$ cat src/rtl/shift_add_mult4_pkg.sv
// Shared types and sizes for the sequential shift-and-add multiplier.
package mult_pkg;

   typedef enum logic [1:0] {
      IDLE = 2'd0,
      RUN  = 2'd1,
      DONE = 2'd2
   } mult_state_t;

   localparam int OP_W   = 4;
   localparam int PROD_W = 8;
   localparam int ITERS  = 4;

endpackage : mult_pkg

$ cat src/rtl/shift_add_mult4_rca.sv
// 4-bit ripple-carry adder: sum_o/c_o = a_i + b_i + cin_i.
module rca4
   import mult_pkg::*;
(
   input  logic [OP_W-1:0] a_i,
   input  logic [OP_W-1:0] b_i,
   input  logic            cin_i,
   output logic [OP_W-1:0] sum_o,
   output logic            c_o
);

   // Carry ripples bit by bit from cin_i up to c_o.
   always_comb begin : ripple
      logic [OP_W:0] carry;
      carry    = '0;
      sum_o    = '0;
      carry[0] = cin_i;
      for (int i = 0; i < OP_W; i++) begin
         sum_o[i]    = a_i[i] ^ b_i[i] ^ carry[i];
         carry[i+1]  = (a_i[i] & b_i[i]) | (carry[i] & (a_i[i] ^ b_i[i]));
      end
      c_o = carry[OP_W];
   end

endmodule : rca4

$ cat src/rtl/shift_add_mult4.sv
// Sequential 4x4 unsigned multiplier: one add-and-shift step per clock
// through a single RCA, valid/ready on both the operand and product sides.
module shift_add_mult4
   import mult_pkg::*;
#(
   parameter int WIDTH = 4
) (
   input  logic              clk,
   input  logic              rst_n,
   input  logic              in_valid,
   output logic              in_ready,
   input  logic [OP_W-1:0]   in_a,
   input  logic [OP_W-1:0]   in_b,
   output logic              out_valid,
   input  logic              out_ready,
   output logic [PROD_W-1:0] out_prod,
   output logic              busy
);

   // The datapath adder is fixed at 4 bits, so no other width can work.
   generate
      if (WIDTH != OP_W) begin : g_bad_width
         $error("shift_add_mult4: WIDTH must be 4");
      end
   endgenerate

   mult_state_t     state_q, state_d;
   logic [OP_W-1:0] mcand_q, mcand_d;
   logic [OP_W-1:0] hi_q,    hi_d;
   logic [OP_W-1:0] lo_q,    lo_d;
   logic [1:0]      cnt_q,   cnt_d;

   logic [OP_W-1:0] rca_sum;
   logic            rca_c;
   logic [OP_W:0]   add_res;

   // Adder always computes hi + mcand; lo[0] decides below whether it is used.
   rca4 u_rca (
      .a_i   (hi_q),
      .b_i   (mcand_q),
      .cin_i (1'b0),
      .sum_o (rca_sum),
      .c_o   (rca_c)
   );

   // Next-state logic: accept in IDLE, iterate in RUN, hold product in DONE.
   always_comb begin
      state_d = state_q;
      mcand_d = mcand_q;
      hi_d    = hi_q;
      lo_d    = lo_q;
      cnt_d   = cnt_q;
      add_res = lo_q[0] ? {rca_c, rca_sum} : {1'b0, hi_q};
      unique case (state_q)
         IDLE: begin
            if (in_valid) begin
               mcand_d = in_a;
               lo_d    = in_b;
               hi_d    = '0;
               cnt_d   = '0;
               state_d = RUN;
            end
         end
         RUN: begin
            // {c, sum, lo} shifted right by one; the dropped bit is the
            // multiplier bit just consumed.
            hi_d  = add_res[OP_W:1];
            lo_d  = {add_res[0], lo_q[OP_W-1:1]};
            cnt_d = cnt_q + 2'd1;
            if (cnt_q == 2'(ITERS - 1)) begin
               state_d = DONE;
            end
         end
         DONE: begin
            if (out_ready) begin
               state_d = IDLE;
            end
         end
         default: state_d = IDLE;
      endcase
   end

   // State and datapath registers; reset abandons any operation in flight.
   always_ff @(posedge clk) begin
      if (!rst_n) begin
         state_q <= IDLE;
         mcand_q <= '0;
         hi_q    <= '0;
         lo_q    <= '0;
         cnt_q   <= '0;
      end else begin
         state_q <= state_d;
         mcand_q <= mcand_d;
         hi_q    <= hi_d;
         lo_q    <= lo_d;
         cnt_q   <= cnt_d;
      end
   end

   // All outputs decode registered state only; no input-to-output paths.
   assign in_ready  = (state_q == IDLE);
   assign out_valid = (state_q == DONE);
   assign busy      = (state_q != IDLE);
   assign out_prod  = {hi_q, lo_q};

endmodule : shift_add_mult4

$ cat config.mk
export PLATFORM = sky130hd
export DESIGN_NAME = shift_add_mult4
export DESIGN_NICKNAME = d
export VERILOG_FILES = /design/src/rtl/shift_add_mult4_pkg.sv /design/src/rtl/shift_add_mult4_rca.sv /design/src/rtl/shift_add_mult4.sv
export SDC_FILE = /design/constraint.sdc
export NUM_CORES = 1
export LEC_CHECK = 0
export BUFFER_PORTS_ARGS = -buffer_cell sky130_fd_sc_hd__clkbuf_2
export CAP_MARGIN = 20
export CELL_PAD_IN_SITES_DETAIL_PLACEMENT = 0
export CELL_PAD_IN_SITES_GLOBAL_PLACEMENT = 1
export CORE_UTILIZATION = 23
export DETAILED_ROUTE_END_ITERATION = 12
export PLACE_DENSITY = 0.61
export REMOVE_ABC_BUFFERS = 1
export SYNTH_ARGS = -nofsm -noshare
export SYNTH_HDL_FRONTEND = slang
export SYNTH_HIERARCHICAL = 1
export SYNTH_SLANG_ARGS = --single-unit
$ cat constraint.sdc
create_clock -name clk -period 2.81 [get_ports clk]
set_input_delay 0.7025 -clock clk [delete_from_list [all_inputs] [get_ports clk]]
set_output_delay 0.7025 -clock clk [all_outputs]
set_load 0.005 [all_outputs]
==> results of run 1 <==
final cells by class:
class / instances / area (µm²) / share of cell area [%]
repair buffers: 22 / 110 / 10.4
inverters: 13 / 48.8 / 4.60
multi-input cells: 60 / 469 / 44.2
clock buffers: 4 / 55.1 / 5.19
flip-flops and latches: 16 / 320 / 30.2
well taps: 46 / 57.6 / 5.42
path summary, 6_finish.rpt:
| kind | from | end |
|---|---|---|
| setup reg to reg | hi_q[0] | hi_q[2] |
| hold reg to reg | mcand_q[1] | mcand_q[1] |
| hold / removal | mcand_q[1] | mcand_q[1] |
| setup / recovery | hi_q[0] | hi_q[2] |
logic make-up after synthesis:
kind of cell	Yosys count	share of synthesized area (%)
flops	16	37.0
buf+inv	17	8.81
compound gates	17	17.3
mux	6	7.51
other cells	1	0.433
simple gates	31	18.2
fa+ha+maj	5	10.7
registers in the layout (all words and copies together) (netlist names):
name and count:
mcand_q 4, cnt_q 2, state_q 2, hi_q 4
lo_q 4
cells in the final DEF (no fill, tap or decap), types with 3 or more instances in the layout:
cell type and instances:
nand2_1 7, a21boi_1 7, o221ai_2 3, nor2_1 7
nand3_1 7, clkbuf_8 4, dfxtp_1 16, inv_1 12
fa_1 4, mux2_2 3, clkbuf_2 22, nor2b_1 4
power by group through the flow:
| stage | clock, µW | combinational, µW | sequential (µW) |
|---|---|---|---|
| after floorplan | 0 | 41.9 | 254 |
| final | 206 | 69.9 | 251 |
| after global routing | 228 | 79.8 | 254 |
| after CTS | 215 | 71.8 | 251 |
| after detailed placement | 0 | 71.6 | 256 |
| after global placement | 0 | 70.4 | 256 |
layer usage:
metal / wire, µm / global-route usage, % / share of wire, % / up-vias
met5: 0 / 0 / 0 / -
met4: 46 / 5.97 / 2.6 / 0
met3: 64 / 2.54 / 3.5 / 4
met2: 836 / 14.2 / 46 / 15
met1: 856 / 13.4 / 47 / 329
li1: - / - / - / 349
critical path, cell delays in order, from the launching register on:
cell,delay (ns)
dfxtp_1,0.34
fa_1,0.42
inv_1,0.07
fa_1,0.15
inv_1,0.05
fa_1,0.35
inv_1,0.08
fa_1,0.41
inv_1,0.06
mux2_2,0.13
nand2_1,0.05
a21boi_1,0.13
through the flow:
step	util [%]	cell area, µm²	std cells	hold slack [ns]
2_1_floorplan	-	838	89	0.435
3_3_place_gp	29.0	1010	157	0.445
3_5_place_dp	29.0	1010	157	0.453
4_1_cts	30.6	1060	161	0.462
5_1_grt	30.6	1060	161	0.486
6_report	30.6	1060	161	0.458
==> impl_metrics.env, run 1 <==
export IMPL_status="complete, no violations"
export IMPL_drive_gt1_share_pct=30.4
export IMPL_overflow=0
export IMPL_dpl_hpwl_um=1390
export IMPL_period_share_pct=81.4
export IMPL_grt_max_degree=17
export IMPL_min_path_type="register to register"
export IMPL_cp_start_kind="register"
export IMPL_synth_flop_cell="dfxtp_1"
export IMPL_power_frac_clock_pct=39.1
export IMPL_grt_setup_unrepaired="no"
export IMPL_numPortBuffers=22
export IMPL_gp_congestion=0.675
export IMPL_area_growth_pct=22.5
export IMPL_grt_usage_pct=10.0
export IMPL_path_max_fanout=4
export IMPL_cts_tree="done"
export IMPL_firstDrtPassIters=3
export IMPL_ctsHoldBuffers=0
export IMPL_rows=21
export IMPL_synth_warnings=6
export IMPL_ys_async_sr_fraction_pct=0
export IMPL_wl_um=1800
export IMPL_finalSetupTns_ns=0
export IMPL_die_h_um=63.4
export IMPL_num_io_pins=23
export IMPL_cts_sinks=16
export IMPL_cp_required_ns=2.99
export IMPL_clockBufferDepth=2
export IMPL_drt_initial_drc_count=16
export IMPL_dp_slack_ns=0.498
export IMPL_numCtsBuffers=3
export IMPL_synth_top_area_share_pct=37.0
export IMPL_yosys_top_cells_count="dfxtp_1, inv_1"
export IMPL_grt_pass1_vias=611
export IMPL_pwr_share_seq_pct=47.7
export IMPL_power_frac_comb_pct=13.3
export IMPL_clkTransAtPathRegs_ns=0.06
export IMPL_vdd_drop_max_mv=0.113
export IMPL_fin_ws_ns=0.523
export IMPL_finalMaxSlewViolations=0
export IMPL_clk_latency_ns=0.25
export IMPL_vias=697
export IMPL_synth_top_cell_by_area="dfxtp_1"
export IMPL_die_w_um=63.4
export IMPL_die_area_um2=4010
export IMPL_yosysSeqAreaShare_pct=37.0
export IMPL_end_kind="register"
export IMPL_wl_per_cell_um=11.2
export IMPL_r2r_cells=11
export IMPL_grt_pass1_wl_um=2990
export IMPL_yosysMostFrequentCell="dfxtp_1"
export IMPL_clockRootBuffer="clkbuf_8"
export IMPL_crit_arrival_ns=2.47
export IMPL_crit_type="register to register"
export IMPL_avgSynthCellArea_um2=9.31
export IMPL_synth_area_um2=866
export IMPL_timing_fmax_mhz=437
export IMPL_drc=0
export IMPL_hold_viol_final=0
export IMPL_insertedDiodeCount=0
export IMPL_final_nets=133
export IMPL_setup_viol=0
export IMPL_power_density_nw_per_um2=497
export IMPL_ff2ff_setup_slack_ns=0.52
export IMPL_drv_cap=0
export IMPL_antenna_found_initial=0
export IMPL_period_needed_ns=2.29
export IMPL_ys_types=31
export IMPL_hold_path_depth=2
export IMPL_ctsHtreeMaxLevel=1
export IMPL_fillCellCount=390
export IMPL_via_per_inst=4.33
export IMPL_netlist_instances=93
export IMPL_ant_nets=0
export IMPL_synth_edf_count=0
export IMPL_coreArea_um2=3470
export IMPL_p_sw_uw=130
export IMPL_clock_skew_ns=0.00137
export IMPL_post_cts_repair_setup_buffers=0
export IMPL_synth_seq_cells=16
export IMPL_swShare_pct=24.7
export IMPL_total_power_uw=527
export IMPL_leakage_uw=0.000463
export IMPL_yosys_top_cells_area="dfxtp_1, fa_1, a21boi_1, inv_1, o221ai_2"
export IMPL_internal_power_uw=397
export IMPL_post_cts_resized=0
export IMPL_start_util_pct=25.0
(Power assumes the default switching activity.)
==> run 2, diff against run 1 <==
- PLACE_DENSITY: 0.61 -> 0.63
- clock period: 2.81 -> 1.85 ns (I/O delays scaled with it)
==> impl_metrics.env, run 2 (synthesis gave the netlist of run 1 again) <==
export IMPL_die_w_um=63.4
export IMPL_violations="setup timing"
export IMPL_clock_skew_ns=0.00257
export IMPL_status="complete, but fails checks"
export IMPL_overflow=0
export IMPL_ant_nets=0
export IMPL_wl_per_cell_um=10.8
export IMPL_die_area_um2=4010
export IMPL_fin_hold_ws_ns=0.449
export IMPL_ctsHtreeMaxLevel=1
export IMPL_grt_busiest_layer="met2"
export IMPL_pwr_share_seq_pct=48.0
export IMPL_min_path_type="primary input to register"
export IMPL_period_share_pct=118
export IMPL_timing_fmax_mhz=456
export IMPL_coreArea_um2=3470
export IMPL_insertedDiodeCount=0
export IMPL_mostFrequentLayoutCells="clkbuf_2, dfxtp_1, inv_1"
export IMPL_leakage_uw=0.000470
export IMPL_seq_area_um2=323
export IMPL_clkTransAtPathRegs_ns=0.06
export IMPL_largestRegisters="hi_q (4), lo_q (4), mcand_q (4)"
export IMPL_cp_required_ns=2.03
export IMPL_final_nets=135
export IMPL_firstDrtPassIters=4
export IMPL_numCtsBuffers=3
export IMPL_ctsHoldBuffers=0
export IMPL_drive_gt1_share_pct=38.5
export IMPL_power_frac_comb_pct=13.5
export IMPL_finalMaxSlewViolations=0
export IMPL_area_growth_pct=25.4
export IMPL_path_max_fanout=2
export IMPL_grt_pass1_wl_um=2940
export IMPL_drv_cap=0
export IMPL_period_needed_ns=2.19
export IMPL_swShare_pct=24.0
export IMPL_grt_max_degree=17
export IMPL_grtUsageMet3_pct=2.17
export IMPL_gp_congestion=0.685
export IMPL_drc=0
export IMPL_met1_usage_pct=12.8
export IMPL_final_common_cell="clkbuf_2"
export IMPL_final_util_pct=31.3
export IMPL_clockBufferDepth=2
export IMPL_p_sw_uw=191
export IMPL_end_kind="register"
export IMPL_crit_arrival_ns=2.37
export IMPL_antenna_found_initial=0
export IMPL_num_io_pins=23
export IMPL_hold_viol_final=0
export IMPL_grt_usage_pct=9.61
export IMPL_internal_power_uw=605
export IMPL_multiInputGateArea_um2=477
export IMPL_cts_tree="done"
export IMPL_fin_ws_ns=-0.341
export IMPL_grt_setup_unrepaired="yes"
export IMPL_grt_pass1_vias=646
export IMPL_die_h_um=63.4
export IMPL_numPortBuffers=22
export IMPL_grtUsageMet2_pct=14.6
export IMPL_rows=21
export IMPL_clk_latency_ns=0.25
export IMPL_fillCellCount=414
export IMPL_start_util_pct=25.0
export IMPL_setup_viol=3
export IMPL_power_frac_clock_pct=38.5
export IMPL_vdd_drop_max_mv=0.186
export IMPL_crit_type="register to register"
export IMPL_cp_start_kind="register"
export IMPL_drt_initial_drc_count=13
export IMPL_dpl_hpwl_um=1370
export IMPL_vias=701
export IMPL_cts_sinks=16
export IMPL_finalSetupTns_ns=-0.412
export IMPL_post_cts_repair_setup_buffers=0
export IMPL_wl_um=1760
export IMPL_dp_slack_ns=-0.434
export IMPL_power_density_nw_per_um2=732
export IMPL_via_per_inst=4.30
export IMPL_clockRootBuffer="clkbuf_8"
==> run 2: cell count changes in the layout (fill, tap and decap cells not counted), moves of 3 or more <==
cell,before,now
fa_2,0,3
inv_1,12,9
inv_2,1,4
fa_1,4,1
==> run 2: power groups by stage <==
stage	Sequential [µW]	Clock, µW	Combinational [µW]
2_1_floorplan	386	0	63.7
3_3_place_gp	389	0	107
3_5_place_dp	389	0	109
4_1_cts	382	324	111
5_1_grt	385	334	123
6_report	382	307	107
==> run 2: worst paths after layout <==
check | start | endpoint | slack (ns) | cells after the start
worst min register to register | mcand_q[1] | mcand_q[1] | 0.45 | 2
worst min-delay path | in_a[1] | mcand_q[1] | 0.45 | 3
worst max register to register | mcand_q[0] | hi_q[2] | -0.34 | 11
worst max-delay path | mcand_q[0] | hi_q[2] | -0.34 | 11
==> run 2: cell type report <==
cell class	count	area share, %
clock buffers	4	5.07
inverters	13	4.49
multi-input cells	60	43.9
flip-flops and latches	16	29.7
well taps	46	5.30
repair buffers	24	11.5
==> run 2: worst max-delay path: stages, from the launching register on <==
cell and delay [ns]:
dfxtp_2 0.33, fa_2 0.35, inv_2 0.06, fa_2 0.18
inv_2 0.04, fa_2 0.34, inv_2 0.06, fa_1 0.41
inv_1 0.06, mux2_2 0.13, nand2_1 0.04, a21boi_1 0.12
==> run 2: through the flow <==
stage	total power [µW]	std cells	area [µm²]
final	796	163	1090
after global routing	842	163	1090
after CTS	817	163	1090
after detailed placement	499	159	1020
after global placement	496	159	1020
after floorplan	450	89	838
==> run 2: repair_timing <==
action / 4_1_cts / 5_1_grt
resized for setup: 8 / 0
pin swaps: 5 / 2
setup endpoints to repair: 3 / 3
==> run 2: per-layer routing <==
| layer | up-vias | routed length, µm |
|---|---|---|
| met5 | - | 0 |
| met4 | 0 | 14 |
| met3 | 2 | 62 |
| met2 | 15 | 831 |
| met1 | 329 | 849 |
| li1 | 355 | - |
==> run 3, diff against run 2 <==
- CELL_PAD_IN_SITES_DETAIL_PLACEMENT: 0 -> 1
==> impl_metrics.env, run 3 (synthesis gave the netlist of run 1 again) <==
export IMPL_cts_tree="done"
export IMPL_finalMaxSlewViolations=0
export IMPL_total_power_uw=811
export IMPL_power_density_nw_per_um2=740
export IMPL_dpl_hpwl_um=1530
export IMPL_final_nets=135
export IMPL_wl_per_cell_um=12.4
export IMPL_die_area_um2=4010
export IMPL_violations="setup timing"
export IMPL_dp_slack_ns=-0.473
export IMPL_post_cts_repair_setup_buffers=0
export IMPL_grt_pass1_vias=733
export IMPL_via_per_inst=4.49
export IMPL_cts_sinks=16
export IMPL_die_w_um=63.4
export IMPL_drc=0
export IMPL_grt_pass1_wl_um=3260
export IMPL_num_io_pins=23
export IMPL_crit_path_end="hi_q[2]"
export IMPL_antenna_found_initial=0
export IMPL_largestRegisters="hi_q (4), lo_q (4), mcand_q (4)"
export IMPL_min_from="in_a[1]"
export IMPL_crit_family="adder cells"
export IMPL_numPortBuffers=22
export IMPL_die_h_um=63.4
export IMPL_critPathBufInv=4
export IMPL_period_needed_ns=2.24
export IMPL_status="complete, but fails checks"
export IMPL_drt_initial_drc_count=11
export IMPL_r2r_cells=11
export IMPL_clkTransAtPathRegs_ns=0.07
export IMPL_ant_nets=0
export IMPL_ff2ff_setup_slack_ns=-0.39
export IMPL_timing_fmax_mhz=447
export IMPL_overflow=0
export IMPL_clockBufferDepth=2
export IMPL_seq_area_um2=323
export IMPL_grt_usage_pct=10.7
export IMPL_fin_ws_ns=-0.388
export IMPL_cp_slowest_cell="fa_1"
export IMPL_cp_start_kind="register"
export IMPL_numCtsBuffers=3
export IMPL_wl_um=2020
export IMPL_cp_depth=11
export IMPL_end_kind="register"
export IMPL_setup_viol=3
export IMPL_area_growth_pct=26.6
export IMPL_min_path_type="primary input to register"
export IMPL_max_stage_delay_ns=0.40
export IMPL_drive_gt1_share_pct=40.2
export IMPL_hold_viol_final=0
export IMPL_clockRootBuffer="clkbuf_8"
export IMPL_crit_arrival_ns=2.43
export IMPL_clk_latency_ns=0.25
export IMPL_path_cells="fa_2 -> inv_2 -> fa_2 -> inv_2 -> fa_2 -> inv_2 -> fa_1 -> inv_1 -> mux2_4 -> nand2_2 -> a21boi_2"
export IMPL_cp_required_ns=2.04
export IMPL_gp_congestion=0.685
export IMPL_path_max_fanout=2
export IMPL_start_util_pct=25.0
export IMPL_final_util_pct=31.6
export IMPL_fillCellCount=441
export IMPL_crit_type="register to register"
export IMPL_timing_rr_end="hi_q[2]"
export IMPL_final_common_cell="clkbuf_2"
export IMPL_multiInputGateArea_um2=487
export IMPL_clock_skew_ns=0.00450
export IMPL_coreArea_um2=3470
export IMPL_leakage_uw=0.000473
export IMPL_vias=732
export IMPL_firstDrtPassIters=4
export IMPL_r2r_start="mcand_q[0]"
export IMPL_grt_setup_unrepaired="yes"
export IMPL_grt_max_degree=17
export IMPL_insertedDiodeCount=0
export IMPL_critPathLaunch="mcand_q[0]"
export IMPL_rows=21
export IMPL_ctsHtreeMaxLevel=1
export IMPL_vdd_drop_max_mv=0.199
export IMPL_drv_cap=0
export IMPL_period_share_pct=121
export IMPL_mostFrequentLayoutCells="clkbuf_2, dfxtp_1, inv_1, nand3_1, nor2_1"
[run 3: cell counts in the layout (fill, tap and decap cells not counted)]
No cell type changed its count.
[run 3: tightest hold or removal path, stage by stage]
cell and delay, ns:
clkbuf_2 0.08, nand3_1 0.06, a21boi_1 0.05
[run 3: worst min path at each step]
stage	endpoint	slack (ns)	depth (start not counted)
finish	mcand_q[1]	0.44	3
global route	mcand_q[1]	0.45	3
CTS	mcand_q[1]	0.45	3
detailed placement	mcand_q[1]	0.46	2
global placement	mcand_q[1]	0.44	2
floorplan	mcand_q[1]	0.44	2
[run 3: where the power goes]
part           leakage, µW  switching, µW  internal (µW)
Clock            0.0000288            129            189
Sequential        0.000132           20.0            363
Combinational     0.000312           56.4           54.1
[run 3: layer usage]
layer | vias up | GRT usage [%] | wire length [µm]
li1 | 358 | - | -
met1 | 351 | 12.3 | 915
met2 | 18 | 18.4 | 992
met3 | 5 | 1.99 | 67
met4 | 0 | 5.97 | 48
met5 | - | 0 | 0
[run 3: final cells by class]
| type | instances | share of cell area (%) |
|---|---|---|
| multi-input combinational | 60 | 44.4 |
| tap | 46 | 5.25 |
| timing repair buffer | 24 | 11.4 |
| clock buffer | 4 | 5.02 |
| sequential | 16 | 29.5 |
| inverter | 13 | 4.45 |
[run 3: what timing repair did]
| action | in CTS | in global routing |
|---|---|---|
| endpoints found under the setup margin | 3 | 3 |
| resized for setup | 10 | 1 |
| pin swaps | 5 | 3 |
| hold buffers | 0 | 0 |
[run 3: through the flow]
step           area, µm²  hold slack [ns]  TNS, ns  std cells
5_1_grt             1100            0.446   -0.779        163
4_1_cts             1090            0.445   -0.626        163
3_3_place_gp        1020            0.444   -0.524        159
2_1_floorplan        838            0.435   -0.441         89
3_5_place_dp        1020            0.461   -0.730        159
6_report            1100            0.444   -0.498        163
